$ cat src/rtl/des_key_pkg.sv
// ============================================================================
// Module   : des_key_pkg
// Purpose  : Shared DES key-schedule tables, round count and FSM state type.
// Revision : 1.0 - initial release
// ============================================================================
`default_nettype none

package des_key_pkg;

    localparam int ROUNDS = 16;

    typedef enum logic [0:0] {
        ST_IDLE = 1'b0,
        ST_RUN  = 1'b1
    } state_e;

    // PC-2 selections, DES 1-based bit numbers into the 56-bit {C,D}
    // (bit 1 is the MSB of C).
    localparam int unsigned PC2_TAB [48] = '{
        14, 17, 11, 24,  1,  5,  3, 28, 15,  6, 21, 10,
        23, 19, 12,  4, 26,  8, 16,  7, 27, 20, 13,  2,
        41, 52, 31, 37, 47, 55, 30, 40, 51, 45, 33, 48,
        44, 49, 39, 56, 34, 53, 46, 42, 50, 36, 29, 32
    };

    // Left-rotation amount applied before round k (0-based) in encrypt order.
    localparam int unsigned SHIFT_TAB [16] = '{
        1, 1, 2, 2, 2, 2, 2, 2, 1, 2, 2, 2, 2, 2, 2, 1
    };

    // Circular rotation of one 28-bit key half; amt is 0, 1 or 2.
    function automatic logic [27:0] rot28(input logic [27:0] v,
                                          input logic [1:0]  amt,
                                          input logic        left);
        logic [27:0] r;
        r = v;
        case ({left, amt})
            3'b1_01: r = {v[26:0], v[27]};
            3'b1_10: r = {v[25:0], v[27:26]};
            3'b0_01: r = {v[0],    v[27:1]};
            3'b0_10: r = {v[1:0],  v[27:2]};
            default: r = v;
        endcase
        return r;
    endfunction

endpackage

`default_nettype wire

$ cat src/rtl/des_key_round_gen_if.sv
// ============================================================================
// Module   : des_key_round_gen_if
// Purpose  : Start/key-half inputs and subkey stream outputs of the generator.
// Revision : 1.0 - initial release
// ============================================================================
`default_nettype none

interface des_key_round_gen_if;

    logic        Start;
    logic        Decrypt;
    logic [27:0] C0_in;
    logic [27:0] D0_in;
    logic [47:0] Subkey;
    logic        Subkey_valid;
    logic [3:0]  Round;
    logic        Busy;
    logic        Done;

    modport master (
        output Start, Decrypt, C0_in, D0_in,
        input  Subkey, Subkey_valid, Round, Busy, Done
    );

    modport slave (
        input  Start, Decrypt, C0_in, D0_in,
        output Subkey, Subkey_valid, Round, Busy, Done
    );

endinterface

`default_nettype wire

$ cat src/rtl/des_pc2.sv
// ============================================================================
// Module   : des_pc2
// Purpose  : Combinational DES Permuted Choice 2, 56-bit {C,D} to 48-bit key.
// Revision : 1.0 - initial release
// ============================================================================
`default_nettype none

module des_pc2
    import des_key_pkg::*;
(
    input  wire logic [55:0] i_cd,
    output logic      [47:0] o_key
);

    // DES bit n sits at vector position 56-n; output bit 1 lands on bit 47.
    for (genvar i = 0; i < 48; i++) begin : g_pc2_bit
        assign o_key[47-i] = i_cd[56-PC2_TAB[i]];
    end

endmodule

`default_nettype wire

$ cat src/rtl/des_key_round_gen.sv
// ============================================================================
// Module   : des_key_round_gen
// Purpose  : Sequential DES round-key generator, one subkey per cycle.
// Revision : 1.0 - initial release
// ============================================================================
`default_nettype none

module des_key_round_gen
    import des_key_pkg::*;
#(
    parameter int ROUNDS = des_key_pkg::ROUNDS
)(
    input  wire logic          Clk,
    input  wire logic          Reset,
    des_key_round_gen_if.slave kif
);

    localparam logic [3:0] c_last_round = 4'(ROUNDS - 1);

    state_e      state_q, state_d;
    logic [27:0] c_reg_q, c_reg_d;
    logic [27:0] d_reg_q, d_reg_d;
    logic [3:0]  cnt_q,   cnt_d;
    logic        mode_q,  mode_d;

    logic [3:0]  w_cnt_next;
    logic [1:0]  w_amt;
    logic [1:0]  w_first_amt;
    logic [47:0] w_key;
    logic        w_run;

    assign w_cnt_next = cnt_q + 4'd1;
    // Decrypt walks the schedule backwards with right rotations; the table
    // is symmetric about the single-bit rounds, so the same index applies.
    assign w_amt       = 2'(SHIFT_TAB[w_cnt_next]);
    assign w_first_amt = kif.Decrypt ? 2'd0 : 2'(SHIFT_TAB[0]);
    assign w_run       = (state_q == ST_RUN);

    always_comb begin
        state_d = state_q;
        c_reg_d = c_reg_q;
        d_reg_d = d_reg_q;
        cnt_d   = cnt_q;
        mode_d  = mode_q;
        case (state_q)
            ST_IDLE: begin
                if (kif.Start) begin
                    c_reg_d = rot28(kif.C0_in, w_first_amt, 1'b1);
                    d_reg_d = rot28(kif.D0_in, w_first_amt, 1'b1);
                    mode_d  = kif.Decrypt;
                    cnt_d   = 4'd0;
                    state_d = ST_RUN;
                end
            end
            ST_RUN: begin
                if (cnt_q != c_last_round) begin
                    cnt_d   = w_cnt_next;
                    c_reg_d = rot28(c_reg_q, w_amt, ~mode_q);
                    d_reg_d = rot28(d_reg_q, w_amt, ~mode_q);
                end else begin
                    cnt_d   = 4'd0;
                    state_d = ST_IDLE;
                end
            end
            default: state_d = ST_IDLE;
        endcase
    end

    always_ff @(posedge Clk) begin
        if (Reset) begin
            state_q <= ST_IDLE;
            c_reg_q <= '0;
            d_reg_q <= '0;
            cnt_q   <= '0;
            mode_q  <= 1'b0;
        end else begin
            state_q <= state_d;
            c_reg_q <= c_reg_d;
            d_reg_q <= d_reg_d;
            cnt_q   <= cnt_d;
            mode_q  <= mode_d;
        end
    end

    des_pc2 u_pc2 (
        .i_cd  ({c_reg_q, d_reg_q}),
        .o_key (w_key)
    );

    assign kif.Subkey       = w_run ? w_key : 48'd0;
    assign kif.Subkey_valid = w_run;
    assign kif.Round        = w_run ? cnt_q : 4'd0;
    assign kif.Busy         = w_run;
    assign kif.Done         = w_run && (cnt_q == c_last_round);

endmodule

`default_nettype wire
$ cat src/flat_wrapper.sv
// flat-port wrapper written by rule: the top's interface ports become plain ports
module des_key_round_gen_flat import des_key_pkg::*;
#(
    parameter int ROUNDS = des_key_pkg::ROUNDS
)
  (Clk, Reset, kif_Start, kif_Decrypt, kif_C0_in, kif_D0_in, kif_Subkey, kif_Subkey_valid, kif_Round, kif_Busy, kif_Done);
  des_key_round_gen_if kif_i ();
  input  wire logic Clk;
  input  wire logic Reset;
  input wire logic [$bits(kif_i.Start)-1:0] kif_Start;
  input wire logic [$bits(kif_i.Decrypt)-1:0] kif_Decrypt;
  input wire logic [$bits(kif_i.C0_in)-1:0] kif_C0_in;
  input wire logic [$bits(kif_i.D0_in)-1:0] kif_D0_in;
  output wire logic [$bits(kif_i.Subkey)-1:0] kif_Subkey;
  output wire logic [$bits(kif_i.Subkey_valid)-1:0] kif_Subkey_valid;
  output wire logic [$bits(kif_i.Round)-1:0] kif_Round;
  output wire logic [$bits(kif_i.Busy)-1:0] kif_Busy;
  output wire logic [$bits(kif_i.Done)-1:0] kif_Done;
  assign kif_i.Start = kif_Start;
  assign kif_i.Decrypt = kif_Decrypt;
  assign kif_i.C0_in = kif_C0_in;
  assign kif_i.D0_in = kif_D0_in;
  assign kif_Subkey = kif_i.Subkey;
  assign kif_Subkey_valid = kif_i.Subkey_valid;
  assign kif_Round = kif_i.Round;
  assign kif_Busy = kif_i.Busy;
  assign kif_Done = kif_i.Done;
  des_key_round_gen #(.ROUNDS(ROUNDS)) u_core (.Clk(Clk), .Reset(Reset), .kif(kif_i));
endmodule
$ cat config.mk
export PLATFORM = sky130hd
export DESIGN_NAME = des_key_round_gen_flat
export DESIGN_NICKNAME = d
export VERILOG_FILES = /design/src/rtl/des_key_pkg.sv /design/src/rtl/des_key_round_gen_if.sv /design/src/rtl/des_pc2.sv /design/src/rtl/des_key_round_gen.sv /design/src/flat_wrapper.sv
export SDC_FILE = /design/constraint.sdc
export NUM_CORES = 1
export LEC_CHECK = 0
export BUFFER_PORTS_ARGS = -buffer_cell sky130_fd_sc_hd__buf_2
export CAP_MARGIN = 10
export CORE_MARGIN = 4
export CORE_UTILIZATION = 54
export CTS_CLUSTER_DIAMETER = 40
export DETAILED_ROUTE_END_ITERATION = 8
export PLACE_DENSITY = 0.79
export SYNTH_ARGS = -nofsm -noshare
export SYNTH_HDL_FRONTEND = slang
export SYNTH_SLANG_ARGS = --single-unit
$ cat constraint.sdc
create_clock -name Clk -period 6 [get_ports Clk]
set_input_delay 1.2 -clock Clk [delete_from_list [all_inputs] [get_ports Clk]]
set_output_delay 1.2 -clock Clk [all_outputs]
set_load 0.005 [all_outputs]
==> results of run 1 <==
## worst reg2reg max path: cells and delay by family (launching register included)
kind	cells	cell delay [ps]
and+or+nand+nor	2	980
DFF	1	380
AOI/OAI and AO/OA	2	970
adders and majority gates	1	330
muxes	1	770
## cell usage after synthesis (10+ instances only)
cell	number	area (µm²)
o21ai_0	34	170.2
a311oi_1	29	254.0
buf_2	11	55.05
nor2_1	66	247.7
clkbuf_1	49	183.9
dfxtp_1	62	1241
mux4_2	29	653.1
a21oi_1	25	125.1
o21a_1	30	225.2
and2_1	52	325.3
nand2_1	85	319.1
or2_2	10	62.56
mux2_2	23	259.0
nand3_1	19	95.09
mux2i_1	51	510.5
## worst max-delay path by stage
stage,startpoint,to,slack [ps],cells after the start
6_report,kif_Start,u_core.d_reg_q[2],2190,7
3_3_place_gp,kif_Start,u_core.d_reg_q[2],2100,7
3_5_place_dp,kif_Start,u_core.d_reg_q[2],1940,7
2_1_floorplan,kif_Start,u_core.c_reg_q[18],3300,8
5_1_grt,kif_Start,u_core.d_reg_q[2],2090,7
4_1_cts,kif_Start,u_core.d_reg_q[2],2330,7
## cell type report
type	instances	area share [%]
clock buffer	14	2.983
clock inverter	2	0.9299
inverter	5	0.2906
multi-input combinational	570	64.22
sequential	62	19.29
tap	136	2.635
timing repair buffer	121	9.647
## state kept, by name, summed over array words and instances (netlist names)
register,flops
u_core.mode_q,1
u_core.kif.Busy,1
u_core.cnt_q,4
u_core.d_reg_q,28
u_core.c_reg_q,28
## logic make-up after synthesis
kind of cell,after synthesis
AO/OA/AOI/OAI,193
buffers and inverters,78
multiplexers,103
AND/OR/NAND/NOR,273
flip-flops,62
adder cells (fa/ha/maj),1
## routing by layer
metal | part of all wire [%] | track usage (%) | up-vias
met5 | 0 | 0 | -
li1 | - | - | 2766
met2 | 48 | 45.52 | 376
met3 | 9.2 | 4.148 | 54
met4 | 2.8 | 10.87 | 0
met1 | 40 | 37.27 | 2913
## through the flow
stage / util (%) / instance area (µm²)
floorplan: - / 5754
global placement: 59.85 / 6206
detailed placement: 59.85 / 6206
CTS: 62.28 / 6459
global route: 62.28 / 6459
finish: 62.28 / 6459
## report_power, final
group	leakage, nW	internal, mW	switching, mW
Clock	0.129	0.291	0.176
Sequential	0.514	0.451	0.0712
Combinational	2.02	0.186	0.197
Total	2.67	0.928	0.444
==> flow_metrics.tcl, run 1 <==
set metrics [dict create \
    drive_gt1_share_pct 27.39 \
    power_density_nw_per_um2 212.5 \
    area_delta_synth_final_pct 12.24 \
    crit_chain "buf_2, nor2_1, nor2_2, buf_4, nor2_1, a311o_1, a211oi_1" \
    slowest_stage "nor2_2" \
    drt_iter0_markers 657 \
    ys_seq_area_share_pct 21.57 \
    clk-insertion-delay-late_ps 350 \
    synth-simple-area-share_pct 23.27 \
    rrSetupSlack_ps 2460 \
    synth_compound_area_share_pct 23.87 \
    fp.dieW_um 111.2 \
    dpl.cell_count 894 \
    drc_errors 0 \
    critical_path_buf_inv_count 2 \
    required_ps 6260 \
    postCtsResizedCells 0 \
    synthesis.nets 771 \
    synth.distinct_cells 59 \
    r2r-start "u_core.cnt_q[0]" \
    seq_area_um2 1246 \
    ant_nets 0 \
    max_freq_ghz 0.2625 \
    antennaDiodeCount 0 \
    maxCapViolations 0 \
    period_share_pct 63.50 \
    fp-row-count 37 \
    wl_per_cell_um 19.94 \
    die_area_um2 12370 \
    setup_ws_ps 2190 \
    fin_tns_setup_ps 0 \
    postRouteWirelength_mm 18.14 \
    fillers 915 \
    synth_area_per_cell_um2 8.105 \
    hold_path.class "flip-flop to flip-flop" \
    crit_family "simple AND/OR/NAND/NOR gates" \
    place_hpwl_mm 11.63 \
    ff2ff_path_depth 6 \
    first_pass_iters 6 \
    hold_buffers 0 \
    numClockSinks 62 \
    critical_path.max_stage_delay_ps 960 \
    grt_pass1_wl_mm 29.15 \
    cts_tree "built" \
    io_buffers 114 \
    rsz0062_at_grt "no" \
    cts_buffers 9 \
    grt_pass1_vias 5816 \
    yosys.area_share.xor_xnor_pct 0 \
    synth_flop_cell "dfxtp_1" \
    final_hold_viol_count 0 \
    synth_area_um2 5754 \
    hold_end "u_core.d_reg_q[19]" \
    ctsRootBufferMaster "clkbuf_8" \
    synth_top_family_by_area "multiplexers" \
    hold_slack_ps 537.1 \
    dpl_worst_slack_ps 1944 \
    layout_common_cells "buf_2, nand2_1, nor2_1, dfxtp_1, and2_1" \
    stdcell_count 910 \
    synth_edf_count 0 \
    async_reset_ff_share_pct 0 \
    finalSetupViolCount 0 \
    leakage_nw 2.665 \
    clk_pin_slew_ps 80 \
    vias 6109 \
    fin_nets 830 \
    critical_path_arrival_ps 4070 \
    slew_violations 0 \
    ys_warn_count 0 \
    track_usage_pct 27.91 \
    final_common_cell "buf_2" \
    syn_inst 710 \
    power_mw 1.373 \
    cp_common_cell "nor2_1" \
    startpoint_type "primary input" \
    antenna_found_initial 0 \
    synth_fa_ha_area_share_pct 0.2174 \
    fp.dieH_um 111.2 \
    critPathCaptureType "flip-flop" \
    synth-seq-cells 62 \
    overflow 0 \
    worst_pin_slew_ps 1193 \
    post_cts_buffers 0 \
    r2r_end "u_core.d_reg_q[12]" \
    multiInputGateArea_um2 4148 \
    worstPathMaxFanout 36 \
    gp_congestion 0.9289 \
    status "finished clean" \
    cts_buffer_depth 2 \
    skew_ps 10.10 \
    worstSetupPathType "primary input to flip-flop" \
    core_area_um2 10370 \
    grt_start_max_net_pins 94 \
    synth.area.mux_share_pct 24.72 \
    initial_core_util_pct 55.49 \
    ios 115 \
    period_minus_slack_ps 3810 \
    cts_max_level 3 \
    drt-vias-per-instance 6.713 \
    hold_start "u_core.d_reg_q[21]" \
    relSlewSlack_pct 20.32 \
    worst_ir_drop_vdd_v 0.0001194 \
    hold_path_depth 2 \
]
Power figures use the tool's default switching activity.
==> run 2, diff against run 1 <==
--- a/config.mk
+++ b/config.mk
@@ -8,10 +8,10 @@
 export BUFFER_PORTS_ARGS = -buffer_cell sky130_fd_sc_hd__buf_2
 export CAP_MARGIN = 10
 export CORE_MARGIN = 4
-export CORE_UTILIZATION = 54
+export CORE_UTILIZATION = 51
 export CTS_CLUSTER_DIAMETER = 40
 export DETAILED_ROUTE_END_ITERATION = 8
-export PLACE_DENSITY = 0.79
+export PLACE_DENSITY = 0.78
 export SYNTH_ARGS = -nofsm -noshare
 export SYNTH_HDL_FRONTEND = slang
 export SYNTH_SLANG_ARGS = --single-unit
==> constraint.sdc (replaced) <==
create_clock -name Clk -period 3.4 [get_ports Clk]
set_input_delay 0.68 -clock Clk [delete_from_list [all_inputs] [get_ports Clk]]
set_output_delay 0.68 -clock Clk [all_outputs]
set_load 0.005 [all_outputs]
==> flow_metrics.tcl, run 2 (synthesized netlist as in run 1, its figures left out) <==
set metrics [dict create \
    status "finished clean" \
    fp.dieH_um 114.2 \
    postRouteWirelength_mm 18.26 \
    drt_iter0_markers 830 \
    worstSetupPathType "flip-flop to flip-flop" \
    first_pass_iters 7 \
    drc_errors 0 \
    crit_chain "ha_1, nor2b_1, o21ai_1, nand3_4, buf_12, a2111oi_0, a211oi_1" \
    final_common_cell "buf_2" \
    worstSetupPathDepth 7 \
    postCtsResizedCells 0 \
    power_density_nw_per_um2 393.2 \
    initial_core_util_pct 52.62 \
    hold_path.class "flip-flop to flip-flop" \
    final_hold_viol_count 0 \
    layout_common_cells "buf_2, nand2_1, nor2_1, dfxtp_1, and2_1" \
    ios 115 \
    crit_path_end "u_core.d_reg_q[19]" \
    grt_pass1_vias 5822 \
    maxCapViolations 0 \
    overflow 0 \
    rrSetupSlack_ps 450 \
    finalSetupViolCount 0 \
    grt_pass1_wl_mm 29.76 \
    area_delta_synth_final_pct 15.63 \
    cts_buffers 9 \
    crit_family "compound AO/OA/AOI/OAI gates" \
    r2r_end "u_core.d_reg_q[19]" \
    cts_max_level 3 \
    dpl_worst_slack_ps 499.0 \
    period_share_pct 86.87 \
    worst_ir_drop_vdd_v 0.0002730 \
    period_minus_slack_ps 2954 \
    drt-vias-per-instance 6.613 \
    hold_path_depth 2 \
    critical_path.max_stage_delay_ps 700 \
    setup_ws_ps 446.3 \
    critPathCaptureType "flip-flop" \
    clk-insertion-delay-late_ps 340 \
    antennaDiodeCount 0 \
    ctsRootBufferMaster "clkbuf_16" \
    hold_buffers 0 \
    antenna_found_initial 0 \
    fp-row-count 38 \
    grt_start_max_net_pins 97 \
    fin_nets 842 \
    vias 6124 \
    track_usage_pct 27.65 \
    slowest_stage "o21ai_1" \
    gp_congestion 0.9083 \
    skew_ps 6.783 \
    cts_buffer_depth 2 \
    ff2ff_path_depth 7 \
    r2r-start "u_core.cnt_q[0]" \
    cts_tree "built" \
    worst_pin_slew_ps 1096 \
    worstPathMaxFanout 28 \
    critical_path_buf_inv_count 1 \
    io_buffers 114 \
    ant_nets 0 \
    critical_path_arrival_ps 3150 \
    relSlewSlack_pct 26.32 \
    numClockSinks 62 \
    clk_pin_slew_ps 60 \
    drive_gt1_share_pct 28.37 \
    required_ps 3600 \
    rsz0062_at_grt "no" \
    wl_per_cell_um 19.72 \
    fp.dieW_um 114.2 \
    die_area_um2 13050 \
    startpoint_type "flip-flop" \
    crit_start "u_core.cnt_q[0]" \
    place_hpwl_mm 12.20 \
    max_freq_ghz 0.3386 \
    fin_tns_setup_ps 0 \
    core_area_um2 10940 \
    leakage_nw 2.761 \
    slew_violations 0 \
    post_cts_buffers 0 \
    reg_top3 "u_core.c_reg_q: 28 flops, u_core.d_reg_q: 28 flops, u_core.cnt_q: 4 flops" \
]
==> run 2: worst min path at each step <==
stage / from / end / slack (ps)
2_1_floorplan: u_core.d_reg_q[21] / u_core.d_reg_q[19] / 480
3_3_place_gp: u_core.d_reg_q[21] / u_core.d_reg_q[19] / 520
3_5_place_dp: u_core.d_reg_q[21] / u_core.d_reg_q[19] / 520
6_report: u_core.d_reg_q[21] / u_core.d_reg_q[19] / 540
4_1_cts: u_core.d_reg_q[21] / u_core.d_reg_q[19] / 540
5_1_grt: u_core.d_reg_q[21] / u_core.d_reg_q[19] / 590
==> run 2: worst min-delay path: stages (launching register included) <==
cell	delay, ps
dfxtp_1	360
nand2_1	80
a211oi_1	50
==> run 2: metrics by stage <==
stage | cell area (µm²) | util, % | std cells | total power, mW | hold slack (ps)
2_1_floorplan | 5754 | - | 710 | 1.409 | 475.6
3_3_place_gp | 6339 | 57.96 | 910 | 1.599 | 520.1
3_5_place_dp | 6339 | 57.96 | 910 | 1.617 | 520.7
4_1_cts | 6654 | 60.85 | 926 | 2.604 | 542.2
5_1_grt | 6654 | 60.85 | 926 | 2.732 | 588.7
6_report | 6654 | 60.85 | 926 | 2.616 | 539.5
==> run 2: layout make-up <==
class / count / area (µm²)
Timing Repair Buffer: 133 / 750.7
Multi-Input combinational cell: 570 / 4148
Clock buffer: 10 / 229.0
Inverter: 5 / 18.77
Tap cell: 140 / 175.2
Sequential cell: 62 / 1246
Fill cell: 979 / 4282
Clock inverter: 6 / 86.33
==> run 2: where the power goes <==
group	switching [mW]	internal (mW)
Sequential	0.137	0.797
Combinational	0.341	0.346
Clock	0.355	0.640
==> run 2: metal layers <==
metal  GRT usage, %  wire length (µm)  vias up  part of all wire [%]
li1               -                 -     2791                     -
met1          36.58              7277     2933                    40
met2          45.86              8854      343                    48
met3          4.651              1604       57                   8.8
met4          9.343               527        0                   2.9
met5              0                 0        -                     0
==> run 3, diff against run 2 <==
--- a/config.mk
+++ b/config.mk
@@ -7,11 +7,11 @@
 export LEC_CHECK = 0
 export BUFFER_PORTS_ARGS = -buffer_cell sky130_fd_sc_hd__buf_2
 export CAP_MARGIN = 10
+export CORE_ASPECT_RATIO = 0.75
 export CORE_MARGIN = 4
-export CORE_UTILIZATION = 51
+export CORE_UTILIZATION = 38
 export CTS_CLUSTER_DIAMETER = 40
 export DETAILED_ROUTE_END_ITERATION = 8
-export PLACE_DENSITY = 0.78
 export SYNTH_ARGS = -nofsm -noshare
 export SYNTH_HDL_FRONTEND = slang
 export SYNTH_SLANG_ARGS = --single-unit
==> flow_metrics.tcl, run 3 (synthesized netlist as in run 1, its figures left out) <==
set metrics [dict create \
    drt_iter0_markers 669 \
    initial_core_util_pct 39.29 \
    startpoint_type "flip-flop" \
    fin_tns_setup_ps 0 \
    area_delta_synth_final_pct 15.83 \
    grt_pass1_wl_mm 32.03 \
    drive_gt1_share_pct 27.97 \
    rrSetupSlack_ps 360 \
    placed_cell_area_um2 6386 \
    fp-row-count 38 \
    cts_tree "built" \
    track_usage_pct 22.99 \
    clk-insertion-delay-late_ps 330 \
    critical_path_arrival_ps 3270 \
    final_common_cell "buf_2" \
    numClockSinks 62 \
    slowest_stage "nor3_4" \
    drt-vias-per-instance 6.069 \
    worstPathMaxFanout 25 \
    reg_top3 "u_core.c_reg_q: 28 flops, u_core.d_reg_q: 28 flops, u_core.cnt_q: 4 flops" \
    io_buffers 114 \
    overflow 0 \
    wl_met1_mm 9.000 \
    hold_path_depth 2 \
    ff2ff_path_depth 6 \
    worstSetupPathType "flip-flop to flip-flop" \
    design_area_um2 6665 \
    ctsRootBufferMaster "clkbuf_16" \
    wl_met2_mm 8.518 \
    period_share_pct 89.52 \
    stdcell_count 983 \
    rsz0062_at_grt "no" \
    crit_chain "ha_1, nor2b_1, o211a_2, nor3_4, mux2_2, a221oi_1" \
    wl_per_cell_um 20.03 \
    postRouteWirelength_mm 19.69 \
    dpl.cell_count 968 \
    critical_path.max_stage_delay_ps 950 \
    antenna_found_initial 0 \
    maxUsedRoutingLayer "met4" \
    skew_ps 5.277 \
    die_area_um2 17200 \
    fin_nets 840 \
    place_hpwl_mm 13.14 \
    clk_pin_slew_ps 60 \
    gp_congestion 0.8702 \
    cts_buffer_depth 2 \
    post_cts_buffers 0 \
    postCtsResizedCells 0 \
    status "finished clean" \
    fp.dieH_um 114.6 \
    leakage_nw 2.736 \
    hold_path.class "flip-flop to flip-flop" \
    drc_errors 0 \
    cts_max_level 3 \
    fp.dieW_um 150.1 \
    worst_pin_slew_ps 1140 \
    slew_violations 0 \
    period_minus_slack_ps 3044 \
    antennaDiodeCount 0 \
    first_pass_iters 5 \
    core_area_um2 14640 \
    final_hold_viol_count 0 \
    cts_buffers 9 \
    hold_buffers 0 \
    relSlewSlack_pct 23.79 \
    layout_common_cells "buf_2, nand2_1, nor2_1, dfxtp_1, and2_1" \
    ant_nets 0 \
    worst_ir_drop_vdd_v 0.0002022 \
    finalSetupViolCount 0 \
    critPathCaptureType "flip-flop" \
    ios 115 \
    wl_met3_mm 1.935 \
    required_ps 3630 \
    vias 5966 \
    power_density_nw_per_um2 374.9 \
    maxCapViolations 0 \
    grt_pass1_vias 5879 \
    grt_start_max_net_pins 53 \
    max_freq_ghz 0.3285 \
]
==> run 3: layout make-up <==
type / count / area [µm²]
repair buffers: 131 / 723.2
multi-input cells: 570 / 4148
flip-flops and latches: 62 / 1246
fillers: 1508 / 7979
well taps: 200 / 250.2
clock inverters: 1 / 5.005
clock buffers: 14 / 274.0
inverters: 5 / 18.77
==> run 3: per-layer routing <==
layer	vias to the layer above	global-route usage, %
met4	0	4.875
li1	2786	-
met5	-	0
met3	20	5.342
met1	2855	34.32
met2	305	33.71
==> run 3: where the power goes <==
part | switching [mW] | internal, mW | total (mW)
Sequential | 0.137 | 0.798 | 0.935
Combinational | 0.349 | 0.339 | 0.688
Clock | 0.327 | 0.548 | 0.876
==> run 3: worst paths after layout <==
kind	startpoint	to
worst max register to register	u_core.cnt_q[0]	u_core.d_reg_q[0]
worst max-delay path	u_core.cnt_q[0]	u_core.d_reg_q[0]
worst min register to register	u_core.d_reg_q[21]	u_core.d_reg_q[19]
worst min-delay path	u_core.d_reg_q[21]	u_core.d_reg_q[19]
==> run 3: per-stage QoR <==
step	total power, mW	worst slack (ps)	util [%]	hold slack, ps
floorplan	1.409	1045	-	475.6
global placement	1.611	555.1	43.61	526.0
detailed placement	1.627	404.4	43.61	532.3
CTS	2.500	393.4	45.51	536.8
global route	2.622	197.1	45.51	588.3
finish	2.499	356.3	45.51	543.9
==> run 3: worst max-delay path: cells and delay by family (launching register included) <==
kind / cells / cell delay, ps
AOI/OAI and AO/OA: 2 / 660
adders and majority gates: 1 / 320
muxes: 1 / 420
DFF: 1 / 370
and+or+nand+nor: 2 / 1160
